## config.mk

```make
export PLATFORM = sky130hd
export DESIGN_NAME = bit_serializer
export DESIGN_NICKNAME = d
export VERILOG_FILES = /design/src/rtl/bit_serializer.sv
export SDC_FILE = /design/constraint.sdc
export NUM_CORES = 1
export LEC_CHECK = 0
export CAP_MARGIN = 20
export CORE_MARGIN = 1
export CORE_UTILIZATION = 51
export CTS_CLUSTER_DIAMETER = 100
export DETAILED_ROUTE_END_ITERATION = 10
export GPL_ROUTABILITY_DRIVEN = 0
export PLACE_DENSITY = 0.76
export SYNTH_ARGS = -nofsm -noshare
export SYNTH_HDL_FRONTEND = slang
export SYNTH_SLANG_ARGS = --single-unit
```

## constraint.sdc

```tcl
create_clock -name ck -period 1.71 [get_ports ck]
set_input_delay 0.342 -clock ck [delete_from_list [all_inputs] [get_ports ck]]
set_output_delay 0.342 -clock ck [all_outputs]
set_load 0.02 [all_outputs]
```

## src/rtl/bit_serializer.sv

```systemverilog
// bit_serializer: valid/ready parallel word in, MSB-first serial out on negedge ck.
// Optional SER_PARITY_EN appends an even-parity bit after each word.
module bit_serializer #(
  parameter int WIDTH = 8,
  parameter int GAP = 0
) (
  input  logic             ck,
  input  logic             rst_n,
  input  logic [WIDTH-1:0] din,
  input  logic             din_vld,
  output logic             din_rdy,
  output logic             so,
  output logic             so_vld,
  output logic             busy,
  output logic             done
);
`ifdef SER_PARITY_EN
  localparam int SW = WIDTH + 1;
`else
  localparam int SW = WIDTH;
`endif
  localparam int CW = $clog2(SW);
  typedef enum logic [1:0] {S_IDLE, S_SHIFT, S_GAP} state_t;
  state_t state, state_nxt;
  logic [SW-1:0] sr, sr_nxt, word;
  logic [CW-1:0] bcnt, bcnt_nxt;
  logic [3:0] gcnt, gcnt_nxt;
  logic last, take;
`ifdef SER_PARITY_EN
  assign word = {din, ^din};
`else
  assign word = din;
`endif
  assign last = state == S_SHIFT && bcnt == '0;
  assign din_rdy = rst_n && (state == S_IDLE || (GAP == 0 && last));
  assign take = din_vld && din_rdy;
  assign done = last;
  assign busy = state != S_IDLE;
  // shifting in zeros leaves sr clear once a word is out, so so needs no gating
  assign so = sr[SW-1];
  always_comb begin
    state_nxt = state;
    sr_nxt = sr;
    bcnt_nxt = bcnt;
    gcnt_nxt = gcnt;
    case (state)
      S_IDLE: if (take) begin
        state_nxt = S_SHIFT;
        sr_nxt = word;
        bcnt_nxt = CW'(SW - 1);
      end
      S_SHIFT: begin
        sr_nxt = {sr[SW-2:0], 1'b0};
        bcnt_nxt = bcnt - 1'b1;
        if (last) begin
          if (GAP > 0) begin
            state_nxt = S_GAP;
            gcnt_nxt = 4'(GAP - 1);
            bcnt_nxt = '0;
          end else if (take) begin
            sr_nxt = word;
            bcnt_nxt = CW'(SW - 1);
          end else begin
            state_nxt = S_IDLE;
            bcnt_nxt = '0;
          end
        end
      end
      S_GAP: begin
        gcnt_nxt = gcnt - 1'b1;
        if (gcnt == '0) begin
          state_nxt = S_IDLE;
          gcnt_nxt = '0;
        end
      end
      default: state_nxt = S_IDLE;
    endcase
  end
  always_ff @(negedge ck or negedge rst_n) begin
    if (!rst_n) begin
      state <= S_IDLE;
      sr <= '0;
      bcnt <= '0;
      gcnt <= '0;
      so_vld <= 1'b0;
    end else begin
      state <= state_nxt;
      sr <= sr_nxt;
      bcnt <= bcnt_nxt;
      gcnt <= gcnt_nxt;
      so_vld <= state_nxt == S_SHIFT;
    end
  end
endmodule

```

==> results of run 1 <==
==> critical path, cell delays in order (launching register included) <==
cell	delay, ps
dfrtn_1	350
inv_2	80
ha_4	150
nand2b_4	70
a211oi_4	210
buf_6	140
==> flip-flops by register name, summed over array words and instances, names as in the netlist <==
register / count
state: 2
sr: 8
bcnt: 3
so_vld: 1
gcnt: 4
==> power by group through the flow <==
stage	registers, mW	logic [mW]	clock network, mW
2_1_floorplan	0.701	0.749	0
3_3_place_gp	0.691	1.07	0
3_5_place_dp	0.696	1.11	0
4_1_cts	0.674	1.31	0.274
5_1_grt	0.701	1.53	0.297
6_report	0.691	1.44	0.276
==> layer usage <==
layer,share of wire,wire length [um],GRT usage
met5,0,0,0
met4,0.013,33,0.1030
met3,0.034,86,0.03968
met2,0.50,1252,0.4257
met1,0.45,1125,0.3350
==> per-stage QoR <==
stage	total power, mW	hold WS [ps]	worst slack, ps	TNS, ps	std cells
floorplan	1.449	438.8	-428.8	-2923	89
CTS	2.253	481.9	-777.9	-2969	146
global route	2.524	516.7	-816.8	-3654	147
global placement	1.766	461.6	-899.2	-14080	139
finish	2.410	478.9	-791.5	-3327	147
detailed placement	1.804	481.9	-916.3	-14180	139
==> repair_timing <==
action	in CTS	in global routing
pin swaps	5	1
setup endpoints to repair	18	16
gates cloned	0	0
gates resized for setup	61	8
hold buffers	0	0
buffers inserted	3	1
==> cell families after synthesis <==
family                     share of synthesized area
muxes                                        0.01167
DFF                                           0.4669
AOI/OAI and AO/OA                             0.2828
and+or+nand+nor                               0.1323
adders and majority gates                    0.02594
buffers and inverters                        0.08041
==> worst max path at each step <==
stage / start / to / slack [ps] / cells past startpoint
floorplan: bcnt[0] / din_rdy / -430 / 4
detailed placement: bcnt[1] / din_rdy / -920 / 5
global route: bcnt[1] / din_rdy / -820 / 5
CTS: bcnt[1] / din_rdy / -780 / 5
finish: bcnt[1] / din_rdy / -790 / 5
global placement: rst_n / sr[7] / -900 / 5
==> synthesized netlist by cell type, types with 2 or more instances <==
cell type and n:
buf_2 2, o21ai_1 8, o21ai_0 4, nand2b_4 2, a311oi_1 8, ha_1 2, nor2_1 3, dfrtn_1 18
a211oi_1 3, a21oi_1 4, a2bb2oi_1 7, inv_1 6, buf_6 4, nand2b_1 2, nor3_1 2
==> final cells by class <==
cell class	instances	share of cell area
clock buffers	4	0.02504
well taps	25	0.02159
multi-input cells	59	0.3946
inverters	6	0.01554
flip-flops and latches	18	0.3109
repair buffers	35	0.2323
==> results.sh, run 1 <==
export IMPL_violations="negative setup slack"
export IMPL_clk_path_buf_depth=2
export IMPL_h_tree_depth=1
export IMPL_pwr_share_comb=0.599
export IMPL_grt_max_degree=13
export IMPL_row_count=15
export IMPL_cts_sinks=18
export IMPL_cts_buffers_inserted=3
export IMPL_hold_start="gcnt[0]"
export IMPL_r2r_start="state[1]"
export IMPL_worst_pin_slew_ps=307.6
export IMPL_dieHeight_um=45.49
export IMPL_reg2reg_slack_ps=100
export IMPL_antenna_cells=0
export IMPL_final_area_um2=1449
export IMPL_multi_input_comb_area_um2=571.8
export IMPL_sw_frac_of_total=0.3736
export IMPL_setup_violations=16
export IMPL_synth_largest_area_cell="dfrtn_1"
export IMPL_synth_area_um2=964.7
export IMPL_p_clk_frac=0.115
export IMPL_min_delay_path_depth=2
export IMPL_slew_headroom=0.7935
export IMPL_dp_hpwl_mm=1.519
export IMPL_synth_ff_type="dfrtn_1"
export IMPL_port_buffers=15
export IMPL_setup_ws_ps=-791.5
export IMPL_synth_fp_nets=102
export IMPL_required_ps=1370
export IMPL_min_path_type="flop to flop"
export IMPL_reg2reg_depth=5
export IMPL_cts_tree="built"
export IMPL_die_x_um=45.49
export IMPL_overflow=0
export IMPL_worstSetupPathType="flop to output port"
export IMPL_seq_area_um2=450.4
export IMPL_drc=0
export IMPL_regToRegEndpoint="gcnt[2]"
export IMPL_ys_ff_latch=18
export IMPL_whs_endpoint="gcnt[0]"
export IMPL_grt_total_usage=0.2573
export IMPL_cellInternalPower_mw=1.510
export IMPL_fillCellCount=94
export IMPL_rsz0062_at_grt="yes"
export IMPL_clkLatencyLatePin_ps=300
export IMPL_layout_commonest_cell="dfrtn_1"
export IMPL_first_global_vias=812
export IMPL_worstPathArrival_ps=2160
export IMPL_drt_total_wl_mm=2.497
export IMPL_maxCapViolations=0
export IMPL_finalClockSkew_ps=1.698
export IMPL_syn_inst=89
export IMPL_synth_top_cell_area_share=0.4669
export IMPL_seq_power_share=0.286
export IMPL_synthTopCellsByArea="dfrtn_1, a311oi_1, a2bb2oi_1"
export IMPL_fin_nets=136
export IMPL_clk_pin_slew_ps=70
export IMPL_vias=866
export IMPL_p_sw_mw=0.9005
export IMPL_final_hold_viol_count=0
export IMPL_synthDistinctLibCells=29
export IMPL_wl_per_cell_um=16.99
export IMPL_cts_root_buf="clkbuf_4"
export IMPL_core_um2=1745
export IMPL_layout_drive_gt1_share=0.5000
export IMPL_place_area_um2=1249
export IMPL_final_util=0.8301
export IMPL_crit_path_end_kind="output port"
export IMPL_cp_max_fo=3
export IMPL_yosysWarnings=0
export IMPL_die_area_um2=2069
export IMPL_layout_common_cells="dfrtn_1, buf_4, buf_6"
export IMPL_vias_per_cell=5.891
export IMPL_drt_pass1_iterations=6
export IMPL_cp_start_kind="flop"
export IMPL_syn_avg_cell_area_um2=10.84
export IMPL_power_density_nw_per_um2=1663
export IMPL_grt_first_pass_wirelength_mm=3.705
export IMPL_drt_iter0_drc=11
export IMPL_start_util=0.5527
export IMPL_slew_violations=0
export IMPL_ir_drop_uv=1089
export IMPL_status="complete, but fails checks"
export IMPL_p_leak_nw=0.6342
export IMPL_synth_edf_count=0
export IMPL_postSynth_asyncResetShare=1.000
export IMPL_area_growth_pct=50.19
export IMPL_antenna_found_initial=0
export IMPL_ant_nets=0
export IMPL_ios=16
export IMPL_seq_area_frac_synth=0.4669
Note: power is estimated with default switching activity, not from simulation.
==> inputs of run 2 (changes only) <==
--- a/config.mk
+++ b/config.mk
@@ -12,6 +12,8 @@
 export DETAILED_ROUTE_END_ITERATION = 10
 export GPL_ROUTABILITY_DRIVEN = 0
 export PLACE_DENSITY = 0.76
+export RECOVER_POWER = 100
+export SETUP_SLACK_MARGIN = 0.3
 export SYNTH_ARGS = -nofsm -noshare
 export SYNTH_HDL_FRONTEND = slang
 export SYNTH_SLANG_ARGS = --single-unit
==> run 2 against run 1 <==
The run still ends with negative setup slack left. Critical path depth did not move. Design area rose by 9.4%. Flip-flop and latch count did not move. Total power rose by 13%. Via count rose by 13%. Wire length rose by 37%. Final cell count rose by 5.4%. Register-to-register slack got worse by 150 ps. First-iteration DRC count rose to 2.9 times the previous value. Clock power barely moved. Clock skew rose by 3.6 ps. Largest cell class unchanged.
==> results.sh, run 2 (synthesis results as in run 1) <==
export IMPL_drt_iter0_drc=32
export IMPL_layout_commonest_cell="dfrtn_1"
export IMPL_setup_tns_ps=-6399
export IMPL_core_um2=1745
export IMPL_r2r_start="bcnt[0]"
export IMPL_final_hold_viol_count=0
export IMPL_cts_buffers_inserted=3
export IMPL_p_leak_nw=0.6749
export IMPL_rsz0062_at_grt="yes"
export IMPL_die_x_um=45.49
export IMPL_ir_drop_uv=1139
export IMPL_dp_hpwl_mm=1.477
export IMPL_pwr_share_comb=0.635
export IMPL_layout_common_cells="dfrtn_1, buf_4, buf_6"
export IMPL_h_tree_depth=1
export IMPL_drc=0
export IMPL_min_path_type="flop to flop"
export IMPL_top_register="sr"
export IMPL_grt_first_pass_wirelength_mm=4.636
export IMPL_p_clk_frac=0.100
export IMPL_die_area_um2=2069
export IMPL_largest_reg_flops=8
export IMPL_sw_frac_of_total=0.3945
export IMPL_crit_path_end_kind="output port"
export IMPL_clk_pin_slew_ps=80
export IMPL_slew_violations=0
export IMPL_power_density_nw_per_um2=1719
export IMPL_start_util=0.5527
export IMPL_drt_total_wl_mm=3.427
export IMPL_wl_met3_um=265
export IMPL_place_area_um2=1249
export IMPL_top_regs="sr (8), gcnt (4), bcnt (3)"
export IMPL_setup_violations=19
export IMPL_worst_pin_slew_ps=532.4
export IMPL_final_area_um2=1585
export IMPL_cts_root_buf="clkbuf_4"
export IMPL_overflow=0
export IMPL_multi_input_comb_area_um2=656.9
export IMPL_setup_ws_ps=-852.8
export IMPL_clkLatencyLatePin_ps=290
export IMPL_cp_start_kind="flop"
export IMPL_seq_area_um2=450.4
export IMPL_maxCapViolations=0
export IMPL_antenna_cells=0
export IMPL_status="complete, but fails checks"
export IMPL_worstSetupPathType="flop to output port"
export IMPL_cp_startpoint="bcnt[1]"
export IMPL_cts_sinks=18
export IMPL_first_global_vias=955
export IMPL_drt_pass1_iterations=4
export IMPL_wl_met2_mm=1.688
export IMPL_dp_worst_setup_slack_ps=-920.3
export IMPL_grt_total_usage=0.3188
export IMPL_finalClockSkew_ps=5.307
export IMPL_wl_per_cell_um=22.11
export IMPL_vias_per_cell=6.316
export IMPL_worstPathArrival_ps=2220
export IMPL_seq_power_share=0.265
export IMPL_layout_drive_gt1_share=0.5769
export IMPL_cellInternalPower_mw=1.650
export IMPL_clk_path_buf_depth=2
export IMPL_required_ps=1370
export IMPL_row_count=15
export IMPL_antenna_found_initial=0
export IMPL_ant_nets=0
export IMPL_port_buffers=15
export IMPL_vias=979
export IMPL_cts_tree="built"
export IMPL_dieHeight_um=45.49
export IMPL_violations="negative setup slack"
export IMPL_grt_max_degree=13
export IMPL_hold_slack_ps=493.1
export IMPL_cp_max_fo=3
export IMPL_routed_top_layer="met4"
export IMPL_fin_nets=144
export IMPL_area_growth_pct=64.33
export IMPL_slew_headroom=0.6451
export IMPL_met1_length_mm=1.349
export IMPL_p_sw_mw=1.075
export IMPL_hold_start="sr[0]"
export IMPL_fillCellCount=64
export IMPL_ios=16
[run 2: cell types whose count changed in the layout (fill, tap and decap cells not counted), moves of 2 or more]
cell,delta
clkbuf_2,+2
a311oi_1,-3
a2bb2oi_2,+3
o21ai_4,+3
a2bb2oi_1,-3
clkbuf_1,+2
a311oi_2,+3
o21ai_2,-3
[run 2: layout make-up]
type	instances	share of cell area
Clock buffer	4	0.02289
Multi-Input combinational cell	59	0.4144
Tap cell	25	0.01973
Timing Repair Buffer	43	0.2447
Sequential cell	18	0.2841
Inverter	6	0.01421
[run 2: final timing paths]
path                       endpoint  slack (ps)  depth (start not counted)
min reg2reg                   sr[0]         490                          2
max in group asynchronous     sr[1]          50                          4
max reg2reg                   sr[6]         -50                          8
min                           sr[0]         490                          2
min in group asynchronous   bcnt[2]        1080                          2
max                         din_rdy        -850                          5
[run 2: power by group through the flow]
stage	clock network, mW	logic (mW)	registers (mW)
final	0.273	1.73	0.723
after floorplan	0	0.749	0.701
after global routing	0.296	1.82	0.731
after detailed placement	0	1.10	0.695
after global placement	0	1.07	0.691
after CTS	0.265	1.42	0.679
[run 2: per-layer routing]
metal	vias to the layer above	global-route usage
li1	423	-
met1	496	0.4564
met2	48	0.5257
met3	12	0.02381
met4	0	0.07273
met5	-	0
[run 2: critical path: stages (launching register included)]
cell	delay [ps]
dfrtn_1	360
inv_2	90
ha_4	170
nand2b_4	80
a211oi_4	230
buf_6	150
[run 2: stage by stage]
stage | cells | power (mW) | util
2_1_floorplan | 89 | 1.449 | -
3_3_place_gp | 139 | 1.766 | 0.7154
3_5_place_dp | 139 | 1.797 | 0.7154
4_1_cts | 151 | 2.365 | 0.8695
5_1_grt | 155 | 2.849 | 0.9082
6_report | 155 | 2.726 | 0.9082
[run 2: timing repair]
action,CTS,global route
gates cloned,1,0
setup buffers,7,4
hold buffers,0,0
resized for setup,77,14
endpoints found under the setup margin,33,19
pin swaps,9,4
==> inputs of run 3 (changes only) <==
--- a/config.mk
+++ b/config.mk
@@ -14,6 +14,7 @@
 export PLACE_DENSITY = 0.76
 export RECOVER_POWER = 100
 export SETUP_SLACK_MARGIN = 0.3
+export SKIP_CTS_REPAIR_TIMING = 1
 export SYNTH_ARGS = -nofsm -noshare
 export SYNTH_HDL_FRONTEND = slang
 export SYNTH_SLANG_ARGS = --single-unit
==> run 3 against run 2 <==
The run still ends with negative setup slack left. Hold slack lost 3.6 ps. Register-to-register slack gained 150 ps. Global-route usage shrank 9.9 points. Critical path depth is the same. Die area is the same. Non-clock buffer count shrank 7. Clock skew shrank 0.85 ps. Combinational power shrank 12%. Sequential power is essentially flat. Sequential share of layout area grew 1.4 points. Final cell count shrank 4.5%. Critical path type unchanged. Critical endpoint unchanged. Largest cell class unchanged. Largest power group unchanged.
==> results.sh, run 3 (synthesis results as in run 1) <==
export IMPL_reg2reg_depth=7
export IMPL_layout_drive_gt1_share=0.5610
export IMPL_ant_nets=0
export IMPL_grt_total_usage=0.2196
export IMPL_layout_commonest_cell="dfrtn_1"
export IMPL_maxCapViolations=0
export IMPL_worst_pin_slew_ps=265.8
export IMPL_setup_violations=16
export IMPL_hold_start="sr[5]"
export IMPL_clk_pin_slew_ps=80
export IMPL_fillCellCount=78
export IMPL_cpPeakStageDelay_ps=370
export IMPL_wl_per_cell_um=18.16
export IMPL_layout_common_cells="dfrtn_1, buf_4, buf_6"
export IMPL_status="complete, but fails checks"
export IMPL_power_density_nw_per_um2=1665
export IMPL_pwr_share_comb=0.605
export IMPL_antenna_found_initial=0
export IMPL_first_global_vias=739
export IMPL_seq_power_share=0.286
export IMPL_final_hold_viol_count=0
export IMPL_setup_ws_ps=-809.4
export IMPL_overflow=0
export IMPL_vias=881
export IMPL_die_area_um2=2069
export IMPL_setup_tns_ps=-3557
export IMPL_ir_drop_uv=1094
export IMPL_cts_sinks=18
export IMPL_antenna_cells=0
export IMPL_p_clk_frac=0.108
export IMPL_crit_path_end_kind="output port"
export IMPL_path_cells="inv_2 > ha_4 > nand2b_4 > a211oi_4 > buf_6"
export IMPL_drt_pass1_iterations=4
export IMPL_dp_hpwl_mm=1.477
export IMPL_cp_start_kind="flop"
export IMPL_min_path_type="flop to flop"
export IMPL_largest_reg_flops=8
export IMPL_area_growth_pct=56.55
export IMPL_core_um2=1745
export IMPL_fin_nets=137
export IMPL_dp_worst_setup_slack_ps=-920.3
export IMPL_clk_path_buf_depth=2
export IMPL_p_leak_nw=0.6565
export IMPL_slew_headroom=0.8228
export IMPL_drt_iter0_drc=24
export IMPL_start_util=0.5527
export IMPL_drc=0
export IMPL_drt_total_wl_mm=2.687
export IMPL_sw_frac_of_total=0.3775
export IMPL_required_ps=1370
export IMPL_min_delay_path_depth=1
export IMPL_r2r_start="bcnt[0]"
export IMPL_p_sw_mw=0.9493
export IMPL_row_count=15
export IMPL_cts_root_buf="clkbuf_4"
export IMPL_finalClockSkew_ps=4.456
export IMPL_cellInternalPower_mw=1.565
export IMPL_top_regs="sr (8), gcnt (4), bcnt (3)"
export IMPL_grt_max_degree=13
export IMPL_vias_per_cell=5.953
export IMPL_regToRegEndpoint="sr[5]"
export IMPL_violations="negative setup slack"
export IMPL_die_x_um=45.49
export IMPL_grt_first_pass_wirelength_mm=3.332
export IMPL_whs_endpoint="sr[5]"
export IMPL_crit_path_top_delay_cell="dfrtn_1"
export IMPL_rsz0062_at_grt="yes"
export IMPL_top_register="sr"
export IMPL_dieHeight_um=45.49
export IMPL_hold_slack_ps=489.5
export IMPL_slew_violations=0
export IMPL_clkLatencyLatePin_ps=290
export IMPL_ios=16
export IMPL_cp_max_fo=3
export IMPL_worstSetupPathType="flop to output port"
export IMPL_worstPathArrival_ps=2180
export IMPL_cts_tree="built"
export IMPL_cts_buffers_inserted=3
export IMPL_reg2reg_slack_ps=100
export IMPL_port_buffers=15
export IMPL_h_tree_depth=1
run 3: changes by cell type in the layout (fill, tap and decap cells not counted), sizes merged:
cell	change
buf	-2
clkbuf	-4
clkdlybuf4s25	-1
run 3: worst max path at each step:
| stage | slack, ps | cells past startpoint | from | endpoint |
|---|---|---|---|---|
| final | -810 | 5 | bcnt[0] | din_rdy |
| after global routing | -870 | 5 | bcnt[1] | din_rdy |
| after CTS | -1230 | 5 | bcnt[1] | din_rdy |
| after detailed placement | -920 | 5 | rst_n | sr[1] |
| after global placement | -900 | 5 | rst_n | sr[7] |
| after floorplan | -430 | 4 | bcnt[0] | din_rdy |
run 3: metal layers:
metal / track usage / part of all wire
met5: 0 / 0
met4: 0.04242 / 0.020
met3: 0.02381 / 0.036
met2: 0.3486 / 0.49
met1: 0.3248 / 0.45
run 3: area by class of cell:
type                       instances  area [um^2]  share of cell area
inverter                           6        22.52             0.01491
tap                               25        31.28             0.02071
clock buffer                       4        36.28             0.02403
sequential                        18        450.4              0.2983
timing repair buffer              36        345.3              0.2287
multi-input combinational         59        624.3              0.4134
run 3: power by group through the flow:
stage                     sequential [mW]  clock [mW]  combinational (mW)
after floorplan                     0.701           0               0.749
after global placement              0.691           0                1.07
after detailed placement            0.695           0                1.10
after CTS                           0.689       0.265                1.11
after global routing                0.732       0.294                1.64
final                               0.720       0.272                1.52
run 3: through the flow:
step	instances	util	power, mW	cell area (um^2)
finish	148	0.8652	2.514	1510
global route	148	0.8652	2.663	1510
detailed placement	139	0.7154	1.797	1249
global placement	139	0.7154	1.766	1249
floorplan	89	-	1.449	1011
CTS	143	0.7362	2.064	1285
run 3: worst max-delay path: cells and delay by family (launching register included):
family | cells | cell delay (ps)
AOI/OAI and AO/OA | 1 | 220
adders and majority gates | 1 | 140
buffers and inverters | 2 | 230
DFF | 1 | 370
and+or+nand+nor | 1 | 80
